===== config.mk =====
export PLATFORM = sky130hd
export DESIGN_NAME = pc_gen
export DESIGN_NICKNAME = d
export VERILOG_FILES = /design/src/rtl/pc_gen_pkg.sv /design/src/rtl/pc_next_mux.sv /design/src/rtl/pc_gen.sv
export SDC_FILE = /design/constraint.sdc
export NUM_CORES = 1
export LEC_CHECK = 0
export BUFFER_PORTS_ARGS = -buffer_cell sky130_fd_sc_hd__buf_4
export CAP_MARGIN = 5
export CORE_MARGIN = 4
export CORE_UTILIZATION = 59
export CTS_BUF_LIST = sky130_fd_sc_hd__clkbuf_4
export CTS_CLUSTER_DIAMETER = 40
export DETAILED_ROUTE_END_ITERATION = 7
export PLACE_DENSITY = 0.94
export RECOVER_POWER = 25
export SYNTH_ARGS = -nofsm -noshare
export SYNTH_HDL_FRONTEND = slang
export SYNTH_SLANG_ARGS = --single-unit

===== constraint.sdc =====
create_clock -name clk -period 6.59 [get_ports clk]
set_input_delay 0.3295 -clock clk [delete_from_list [all_inputs] [get_ports clk]]
set_output_delay 0.3295 -clock clk [all_outputs]
set_load 0.01 [all_outputs]

===== src/rtl/pc_gen_pkg.sv =====
// Core-wide constants and FSM encoding shared by the program-counter/fetch logic.
package pc_gen_pkg;

  localparam int XLEN = 32;

  localparam logic [XLEN-1:0] RESET_VECTOR_DEF = 32'h0000_0000;
  localparam logic [XLEN-1:0] TRAP_VECTOR_DEF  = 32'h0000_0100;

  typedef enum logic [1:0] {
    RST   = 2'd0,
    FETCH = 2'd1,
    EXEC  = 2'd2
  } pc_state_t;

endpackage


===== src/rtl/pc_next_mux.sv =====
// Next-PC selection: sequential, PC-relative branch/jal, or register-relative jalr,
// plus detection of a taken target that is not word aligned.
module pc_next_mux
  import pc_gen_pkg::*;
(
  input  logic [XLEN-1:0] pc,
  input  logic            PC_src,
  input  logic            jalr,
  input  logic [XLEN-1:0] imm,
  input  logic [XLEN-1:0] rs1_data,
  output logic [XLEN-1:0] next_pc,
  output logic            misaligned
);

  // Adds wrap modulo 2^32; jalr clears bit 0 of its target like the ISA requires.
  always_comb begin
    next_pc = pc + 32'd4;
    if (PC_src) begin
      if (jalr) begin
        next_pc = (rs1_data + imm) & ~32'h1;
      end else begin
        next_pc = pc + imm;
      end
    end
  end

  // Only taken targets can trap; the sequential path is always aligned.
  assign misaligned = PC_src & next_pc[1];

endmodule


===== src/rtl/pc_gen.sv =====
// Program counter, next-PC generation and the FETCH/EXEC sequencer that talks to
// instruction memory for the unpipelined core.
module pc_gen
  import pc_gen_pkg::*;
#(
  parameter logic [XLEN-1:0] RESET_VECTOR = RESET_VECTOR_DEF,
  parameter logic [XLEN-1:0] TRAP_VECTOR  = TRAP_VECTOR_DEF
) (
  input  logic            clk,
  input  logic            rst_n,
  input  logic            PC_src,
  input  logic            jalr,
  input  logic [XLEN-1:0] imm,
  input  logic [XLEN-1:0] rs1_data,
  input  logic            stall,
  output logic            imem_req,
  output logic [XLEN-1:0] imem_addr,
  input  logic            imem_ready,
  output logic            instr_valid,
  output logic [XLEN-1:0] pc,
  output logic [XLEN-1:0] pc_plus4,
  output logic            misalign_trap
);

  pc_state_t       state;
  logic [XLEN-1:0] next_pc;
  logic            misaligned;

  pc_next_mux u_next_mux (
    .pc         (pc),
    .PC_src     (PC_src),
    .jalr       (jalr),
    .imm        (imm),
    .rs1_data   (rs1_data),
    .next_pc    (next_pc),
    .misaligned (misaligned)
  );

  // imem_req/instr_valid are registered alongside the state so they track it exactly.
  always_ff @(posedge clk or negedge rst_n) begin
    if (!rst_n) begin
      state         <= RST;
      pc            <= RESET_VECTOR;
      imem_req      <= 1'b0;
      instr_valid   <= 1'b0;
      misalign_trap <= 1'b0;
    end else begin
      misalign_trap <= 1'b0;
      case (state)
        RST: begin
          state    <= FETCH;
          imem_req <= 1'b1;
        end
        FETCH: begin
          if (imem_ready) begin
            state       <= EXEC;
            imem_req    <= 1'b0;
            instr_valid <= 1'b1;
          end
        end
        EXEC: begin
          if (!stall) begin
            state       <= FETCH;
            imem_req    <= 1'b1;
            instr_valid <= 1'b0;
            if (misaligned) begin
              pc            <= TRAP_VECTOR;
              misalign_trap <= 1'b1;
            end else begin
              pc <= next_pc;
            end
          end
        end
        default: begin
          state       <= RST;
          imem_req    <= 1'b0;
          instr_valid <= 1'b0;
        end
      endcase
    end
  end

  assign imem_addr = pc;
  assign pc_plus4  = pc + 32'd4;

endmodule


==> flow_summary.json, run 1 <==
{
  "fillers": 830,
  "synth_edf_count": 0,
  "core_region_area_um2": 9770,
  "drtAntennaViolNets": 0,
  "cts_buffers": 5,
  "syn_to_final_growth_pct": 18.8,
  "first_pass_iters": 5,
  "clock_latency_ps": 360,
  "slew-limit-headroom": -0.377,
  "async_flop_share": 1.00,
  "routedWlPerCell_um": 18.1,
  "power_leakage_uw": 0.00340,
  "startpoint": "imem_addr[0]",
  "rsz0062_at_grt": "false",
  "die_h_um": 108,
  "min_period_ps": 3480,
  "pwr-share-clk": 0.052,
  "cp.arrival_ps": 3750,
  "start_util": 0.607,
  "clock-skew-final_ps": 13.9,
  "via_per_inst": 6.32,
  "antenna_cells": 0,
  "hpwl_um": 14900,
  "post-route-period-util": 0.528,
  "postCtsSetupRepairBufs": 0,
  "max_freq_mhz": 288,
  "dieWidth_um": 108,
  "synth_mux_area_frac": 0.00759,
  "setup.worst_path.end_class": "register",
  "worst_pin_slew_ps": 2070,
  "antenna_found_initial": 0,
  "crit_required_ps": 6860,
  "yosys.cell_types.count": 62,
  "cts_resized": 0,
  "ios": 169,
  "synth_top_family_by_area": "compound AO/OA/AOI/OAI gates",
  "numPortBuffers": 168,
  "grt_max_degree": 53,
  "netlist_instances": 800,
  "grt_pass1_vias": 5927,
  "post-place-cells": 1037,
  "power_frac_comb": 0.735,
  "failed_checks": "max-capacitance violations, max-slew violations",
  "num_rows": 36,
  "drv_slew": 37,
  "synth_xor_area_frac": 0.121,
  "drc": 0,
  "seq_area_frac_synth": 0.152,
  "layout.cells.non_filler": 1046,
  "ys.flop_type": "dfrtp_1",
  "min_path_type": "in -> reg",
  "grt.overflow.total": 0,
  "setup_violations": 0,
  "power_switching_uw": 1300,
  "drt-initial-drc-count": 757,
  "ys_ff_latch": 36,
  "cts-root-buf": "clkbuf_4",
  "max_cap_violations": 1,
  "cts_tree": "built",
  "seq_power_share": 0.213,
  "vias": 6613,
  "synth.net_count": 934,
  "hold_viol": 0,
  "synthSimpleGateAreaFrac": 0.209,
  "hold_start": "imm[31]",
  "syn-cell-area_um2": 5930,
  "tns_ps": 0,
  "synth_warnings": 0,
  "wl_um": 18900,
  "synthAdderAreaFrac": 0.137,
  "r2r_start": "imem_addr[0]",
  "drive_above_1_share": 0.205,
  "clock_sinks": 36,
  "htree_levels": 2,
  "peakVddDrop_mv": 0.164,
  "power-per-cell-area_nw_per_um2": 361,
  "switching_share": 0.512,
  "grt_use_total": 0.311,
  "nets": 1046,
  "cp_max_fo": 5,
  "place_congestion": 0.972,
  "cp-start-kind": "register",
  "die_area_um2": 11700,
  "status": "finished, violations left",
  "avgSynthCellArea_um2": 7.42,
  "path_class": "reg -> reg",
  "cts_buffer_depth": 2,
  "grt_pass1_wl_um": 29600,
  "synth_compound_area_frac": 0.299,
  "clkTransAtPathRegs_ps": 130,
  "internal-power_uw": 1240
}
-- worst paths after layout --
check                                     end  slack, ps  cells past startpoint
worst max-delay path            imem_addr[26]       3110                     13
worst min-delay path            imem_addr[31]        250                      3
worst max register to register  imem_addr[26]       3110                     13
worst min register to register    instr_valid        540                      2
max in group asynchronous       imem_addr[23]       4320                      2
min in group asynchronous        imem_addr[1]       1090                      2
-- through the flow --
| stage | cell area [um^2] | util | worst slack (ps) | hold WS, ps | total power, uW |
|---|---|---|---|---|---|
| 5_1_grt | 7050 | 0.721 | 2880 | 254 | 2730 |
| 6_report | 7050 | 0.721 | 3110 | 252 | 2540 |
| 3_5_place_dp | 7000 | 0.716 | 3070 | 324 | 2380 |
| 4_1_cts | 7060 | 0.723 | 3180 | 264 | 2510 |
| 3_3_place_gp | 7000 | 0.716 | 3050 | 325 | 2340 |
| 2_1_floorplan | 5930 | - | 3640 | 33.9 | 1750 |
-- Yosys cell counts (5+ instances only) --
library cell	count	share of area
o21a_1	9	0.011
nor4_1	8	0.0084
nand2b_1	8	0.0084
o21ai_0	61	0.051
xor2_1	43	0.063
nand2_1	67	0.042
a211oi_1	10	0.013
buf_4	34	0.043
o21bai_1	5	0.0063
a21oi_1	77	0.065
inv_1	17	0.011
and3_1	18	0.019
clkbuf_1	27	0.017
a221oi_1	5	0.0074
nor2_1	68	0.043
and2_1	10	0.011
a21o_1	34	0.043
nor3_1	15	0.013
a31oi_1	12	0.013
dfrtp_1	36	0.15
nor2b_1	9	0.0095
o211ai_1	8	0.010
xnor2_1	39	0.058
nand3_1	30	0.025
nand4_1	8	0.0084
or2_2	5	0.0053
a22oi_1	7	0.0089
ha_1	62	0.13
-- what timing repair did --
item | CTS | global route
hold endpoints to repair | 36 | 0
setup endpoints to repair | 0 | 0
hold buffers | 1 | 0
-- worst max-delay path: stages (launching register included) --
cell and delay, ps:
dfrtp_1 440, ha_1 230, inv_1 70, fa_1 400, nand2b_1 190, a21oi_1 350, o21ai_1 170, a21oi_1 310
a221oi_1 190, nor2_1 220, a311oi_1 210, xor2_1 180, or3_1 320, o211ai_1 90
-- power groups by stage --
stage,Sequential (uW),Combinational (uW),Clock (uW)
global route,556,2030,138
detailed placement,535,1850,0
finish,541,1870,133
CTS,530,1850,128
global placement,531,1810,0
floorplan,511,1240,0
-- area by class of cell --
class,instances,area (um^2),share of cell area
clock buffer,6,45.0,0.00639
multi-input combinational,682,4600,0.652
tap,133,166,0.0236
inverter,17,63.8,0.00905
clock inverter,2,11.3,0.00160
timing repair buffer,170,1260,0.179
sequential,36,901,0.128
-- flip-flops by register name (all words and copies together) (netlist names) --
signal and flops:
misalign_trap 1, imem_addr 32, instr_valid 1, state 2
-- cells by family after synthesis --
group	count (synthesis)
muxes	4
adders and majority gates	64
and+or+nand+nor	259
buffers and inverters	82
xor gates and xnor gates	82
AOI/OAI and AO/OA	273
DFF	36
-- cells in the final DEF, fill, tap and decap left out, types with 3 or more instances in the layout --
| cell | Yosys | layout |
|---|---|---|
| a211oi_1 | 10 | 10 |
| a21o_1 | 34 | 34 |
| a21oi_1 | 77 | 77 |
| a221oi_1 | 5 | 5 |
| a22oi_1 | 7 | 7 |
| a31oi_1 | 12 | 12 |
| and2_1 | 10 | 9 |
| and3_1 | 18 | 18 |
| and4_1 | 3 | 3 |
| buf_4 | 34 | 165 |
| clkbuf_1 | 27 | 4 |
| clkbuf_4 | 0 | 6 |
| dfrtp_1 | 36 | 36 |
| ha_1 | 62 | 62 |
| inv_1 | 17 | 17 |
| mux2i_1 | 3 | 3 |
| nand2_1 | 67 | 67 |
| nand2b_1 | 8 | 8 |
| nand3_1 | 30 | 30 |
| nand4_1 | 8 | 8 |
| nor2_1 | 68 | 68 |
| nor2b_1 | 9 | 9 |
| nor3_1 | 15 | 15 |
| nor4_1 | 8 | 8 |
| o211a_1 | 4 | 4 |
| o211ai_1 | 8 | 8 |
| o21a_1 | 9 | 9 |
| o21ai_0 | 61 | 61 |
| o21ai_1 | 3 | 3 |
| o21bai_1 | 5 | 5 |
| o221ai_1 | 4 | 4 |
| o22ai_1 | 4 | 4 |
| o31ai_1 | 4 | 4 |
| or2_2 | 5 | 5 |
| or3_1 | 4 | 4 |
| xnor2_1 | 39 | 39 |
| xor2_1 | 43 | 43 |
-- per-layer routing --
layer	share of wire	GRT usage	vias up
met2	0.46	0.506	370
met1	0.42	0.443	3067
met3	0.099	0.0364	43
li1	-	-	3133
met4	0.020	0.0685	0
met5	0	0	-
Power figures use the tool's default switching activity.
==> run 2, diff against run 1 <==
CORE_UTILIZATION = 55   (was 59)
PLACE_DENSITY = 0.89   (was 0.94)
clock period = 3.2 ns   (was 6.59 ns; I/O delays follow)
==> run 2 against run 1 <==
Net effect: die area grew 6.7%; total power grew 110%; cell area grew 3.4%; via count grew 2.2%; count of clock-buffer cells in the layout shrank 1; the flow still finishes with violations (max-capacitance violations, max-slew violations); flip-flop and latch count is the same; largest power group unchanged; final cell count grew 3.0%.
==> flow_summary.json, run 2 (synthesis gave the netlist of run 1 again) <==
{
  "status": "finished, violations left",
  "failed_checks": "max-capacitance violations, max-slew violations",
  "post-route-period-util": 0.957,
  "cp-start-kind": "register",
  "drv_slew": 37,
  "antenna_found_initial": 0,
  "core_region_area_um2": 10400,
  "ios": 169,
  "postCtsSetupRepairBufs": 0,
  "worst_pin_slew_ps": 2310,
  "via_per_inst": 6.27,
  "tns_ps": 0,
  "cts-root-buf": "clkbuf_4",
  "place_congestion": 0.980,
  "grt_max_degree": 53,
  "path_class": "reg -> reg",
  "final_common_cell": "buf_4",
  "syn_to_final_growth_pct": 22.8,
  "grt_pass1_wl_um": 31900,
  "final_cell_mix": "buf_4, a21oi_1, nor2_1",
  "drc": 0,
  "first_pass_iters": 7,
  "cp.arrival_ps": 3320,
  "drive_above_1_share": 0.233,
  "wl_um": 20100,
  "power_leakage_uw": 0.00355,
  "antenna_cells": 0,
  "place_ws_ps": 93.0,
  "min_path_type": "in -> reg",
  "start_util": 0.570,
  "setup_violations": 0,
  "grt_use_total": 0.306,
  "hold_viol": 0,
  "hpwl_um": 15800,
  "nets": 1075,
  "setup.worst_path.end_class": "register",
  "clock-skew-final_ps": 3.78,
  "die_h_um": 112,
  "slew-limit-headroom": -0.541,
  "post-place-cells": 1069,
  "grt_pass1_vias": 6385,
  "min_period_ps": 3060,
  "cts_tree": "built",
  "htree_levels": 2,
  "routedWlPerCell_um": 18.6,
  "dieWidth_um": 112,
  "drtAntennaViolNets": 0,
  "clock_sinks": 36,
  "drt-initial-drc-count": 778,
  "setup_ws_ps": 139,
  "path_cells": "ha_1, a21o_1, a31o_1, a221o_1, or2_4, a221oi_4, o31ai_2, mux2_4, o221ai_2, xnor2_1, o21ai_1",
  "cp_max_fo": 6,
  "max_cap_violations": 1,
  "die_area_um2": 12500,
  "cts_buffers": 5,
  "clkTransAtPathRegs_ps": 120,
  "crit_slowest_cell": "dfrtp_1",
  "grt.overflow.total": 0,
  "fillers": 873,
  "cts_buffer_depth": 2,
  "power-per-cell-area_nw_per_um2": 750,
  "largest_register_ffs": 32,
  "crit_required_ps": 3460,
  "max_freq_mhz": 327,
  "num_rows": 37,
  "peakVddDrop_mv": 0.462,
  "cp_top_family": "compound AO/OA/AOI/OAI gates",
  "numPortBuffers": 168,
  "clock_latency_ps": 360,
  "fin_util": 0.700,
  "layout.cells.non_filler": 1077,
  "vias": 6758,
  "cp.buffers_inverters": 0,
  "critPathMaxStageDelay_ps": 410
}
## run 2: cell types whose count changed in the layout (fill, tap and decap cells not counted), moves of 2 or more
cell and change:
a21oi_1 -2, o21ai_1 +2, buf_4 +29, a21oi_2 +2
o21ai_0 -2
## run 2: worst paths after layout
kind / start / end / slack [ps] / cells past startpoint
setup / recovery: imem_addr[11] / imem_addr[31] / 140 / 11
hold / removal: imm[31] / imem_addr[31] / 60 / 3
setup reg to reg: imem_addr[11] / imem_addr[31] / 140 / 11
hold reg to reg: instr_valid / instr_valid / 530 / 2
max in group asynchronous: rst_n / imem_addr[12] / 880 / 2
min in group asynchronous: rst_n / imem_addr[1] / 1020 / 2
## run 2: repair_timing
| action | CTS | global route |
|---|---|---|
| gates resized for setup | 0 | 7 |
| endpoints found under the hold margin | 36 | 0 |
| hold buffers | 1 | 0 |
| endpoints found under the setup margin | 0 | 8 |
## run 2: final cells by class
cell class              count  area [um^2]  area share
clock buffers               5         37.5     0.00515
clock inverters             2         7.51     0.00103
inverters                  17         63.8     0.00876
multi-input cells         682         4630       0.635
flip-flops and latches     36          901       0.124
well taps                 136          170      0.0234
repair buffers            199         1480       0.203
## run 2: stage by stage
step | power, uW | instance area [um^2] | hold slack, ps
finish | 5470 | 7290 | 57.6
detailed placement | 5080 | 7220 | 173
floorplan | 3600 | 5930 | -136
global route | 5860 | 7290 | 79.2
global placement | 4990 | 7220 | 166
CTS | 5350 | 7270 | 67.3
## run 2: worst min-delay path, stage by stage
cell	delay, ps
buf_4	80
xnor2_1	100
o21ai_1	50
## run 2: routing by layer
layer  vias to the layer above  wire length, um  track usage
li1                       3188                -            -
met1                      3097             8090        0.409
met2                       414             9070        0.493
met3                        59             2280       0.0647
met4                         0              620       0.0989
met5                         -                0            0
## run 2: power by group
part | internal, uW | switching, uW
Combinational | 1980 | 2290
Clock | 77.0 | 182
Sequential | 647 | 288
==> run 3, diff against run 2 <==
SETUP_SLACK_MARGIN = 0.4   (was unset)
==> run 3 against run 2 <==
Net effect: the run still ends with max-capacitance violations, max-slew violations left; clock power up 38%; first-iteration DRC count is 5.9% higher; setup slack gained 150 ps; register-to-register slack improved by 150 ps; critical endpoint unchanged.
==> flow_summary.json, run 3 (synthesis gave the netlist of run 1 again) <==
{
  "status": "finished, violations left",
  "failed_checks": "max-capacitance violations, max-slew violations",
  "power_uw": 5760,
  "final_cell_mix": "buf_4, a21oi_1, nand2_1",
  "clock_latency_ps": 370,
  "setup.worst_path.end_class": "register",
  "place_area_um2": 7180,
  "drc": 0,
  "largest_register_ffs": 32,
  "fin_util": 0.723,
  "grt_use_total": 0.301,
  "wl_um": 20300,
  "antenna_found_initial": 1,
  "cts_buffer_depth": 2,
  "grt.overflow.total": 0,
  "clkTransAtPathRegs_ps": 130,
  "cp.arrival_ps": 3170,
  "min_period_ps": 2910,
  "drv_slew": 37,
  "rr_worst_depth": 11,
  "die_area_um2": 12500,
  "via_per_inst": 6.33,
  "min_path_type": "in -> reg",
  "nets": 1077,
  "die_h_um": 112,
  "htree_levels": 2,
  "dieWidth_um": 112,
  "worst_pin_slew_ps": 2200,
  "cts_tree": "built",
  "hpwl_um": 15500,
  "path_class": "reg -> reg",
  "start_util": 0.570,
  "hold_viol": 0,
  "cp_max_fo": 5,
  "syn_to_final_growth_pct": 27.0,
  "drtAntennaViolNets": 0,
  "tns_ps": 0,
  "core_region_area_um2": 10400,
  "min_path_cells": 3,
  "drive_above_1_share": 0.279,
  "drt-initial-drc-count": 824,
  "routedWlPerCell_um": 18.8,
  "setup_violations": 0,
  "grt_pass1_vias": 6326,
  "cp-start-kind": "register",
  "power-per-cell-area_nw_per_um2": 764,
  "grt_max_degree": 53,
  "peakVddDrop_mv": 0.407,
  "ios": 169,
  "post-place-cells": 1058,
  "place_congestion": 1.01,
  "num_rows": 37,
  "rsz0062_at_grt": "true",
  "grt_pass1_wl_um": 31300,
  "final_area_um2": 7530,
  "post-route-period-util": 0.909,
  "cts-root-buf": "clkbuf_4",
  "clock-skew-final_ps": 11.1,
  "numPortBuffers": 168,
  "slew-limit-headroom": -0.468,
  "final_common_cell": "buf_4",
  "max_freq_mhz": 344,
  "cts_buffers": 5,
  "max_cap_violations": 1,
  "crit_required_ps": 3460,
  "layout.cells.non_filler": 1081,
  "power_leakage_uw": 0.00360,
  "clock_sinks": 36,
  "vias": 6844,
  "first_pass_iters": 8
}
## run 3: area by class of cell
class | count | area, um^2
Fill cell | 829 | 2880
Timing Repair Buffer | 201 | 1500
Tap cell | 136 | 170
Clock buffer | 6 | 45.0
Inverter | 17 | 63.8
Antenna cell | 1 | 2.50
Sequential cell | 36 | 910
Clock inverter | 2 | 35.0
Multi-Input combinational cell | 682 | 4810
## run 3: worst max-delay path, cell delays in order, from the launching register on
cell	delay (ps)
dfrtp_2	450
ha_4	240
a21o_1	170
a31o_1	190
a221o_1	330
or2_4	260
a221oi_4	390
o31ai_4	100
mux2_4	310
o221ai_2	140
xnor2_1	140
o21ai_1	70
## run 3: worst paths after layout
path | startpoint | to | slack [ps]
max | imem_addr[11] | imem_addr[31] | 290
min | imm[31] | imem_addr[31] | 60
max reg2reg | imem_addr[11] | imem_addr[31] | 290
min reg2reg | instr_valid | instr_valid | 540
max in group asynchronous | rst_n | imem_addr[13] | 830
min in group asynchronous | rst_n | imem_addr[1] | 960
## run 3: power by group
part	internal [uW]	switching, uW
Combinational	2080	2310
Sequential	655	363
Clock	172	185
Total	2900	2860
## run 3: routing by layer
metal	vias up	wire, um	track usage
li1	3195	-	-
met1	3135	8050	0.414
met2	450	9390	0.490
met3	64	2380	0.0516
met4	0	492	0.0803
met5	-	0	0
## run 3: timing repair
action	CTS	global route
buffers inserted	7	6
resized for setup	21	29
endpoints found under the setup margin	14	20
endpoints found under the hold margin	36	0
pin swaps	9	8
hold buffers	1	0
## run 3: through the flow
stage | setup WS, ps | hold WS [ps]
after CTS | 334 | 70.1
final | 292 | 61.8
after floorplan | 393 | -136
after global routing | 217 | 71.4
after detailed placement | -30.7 | 163
after global placement | 62.7 | 163
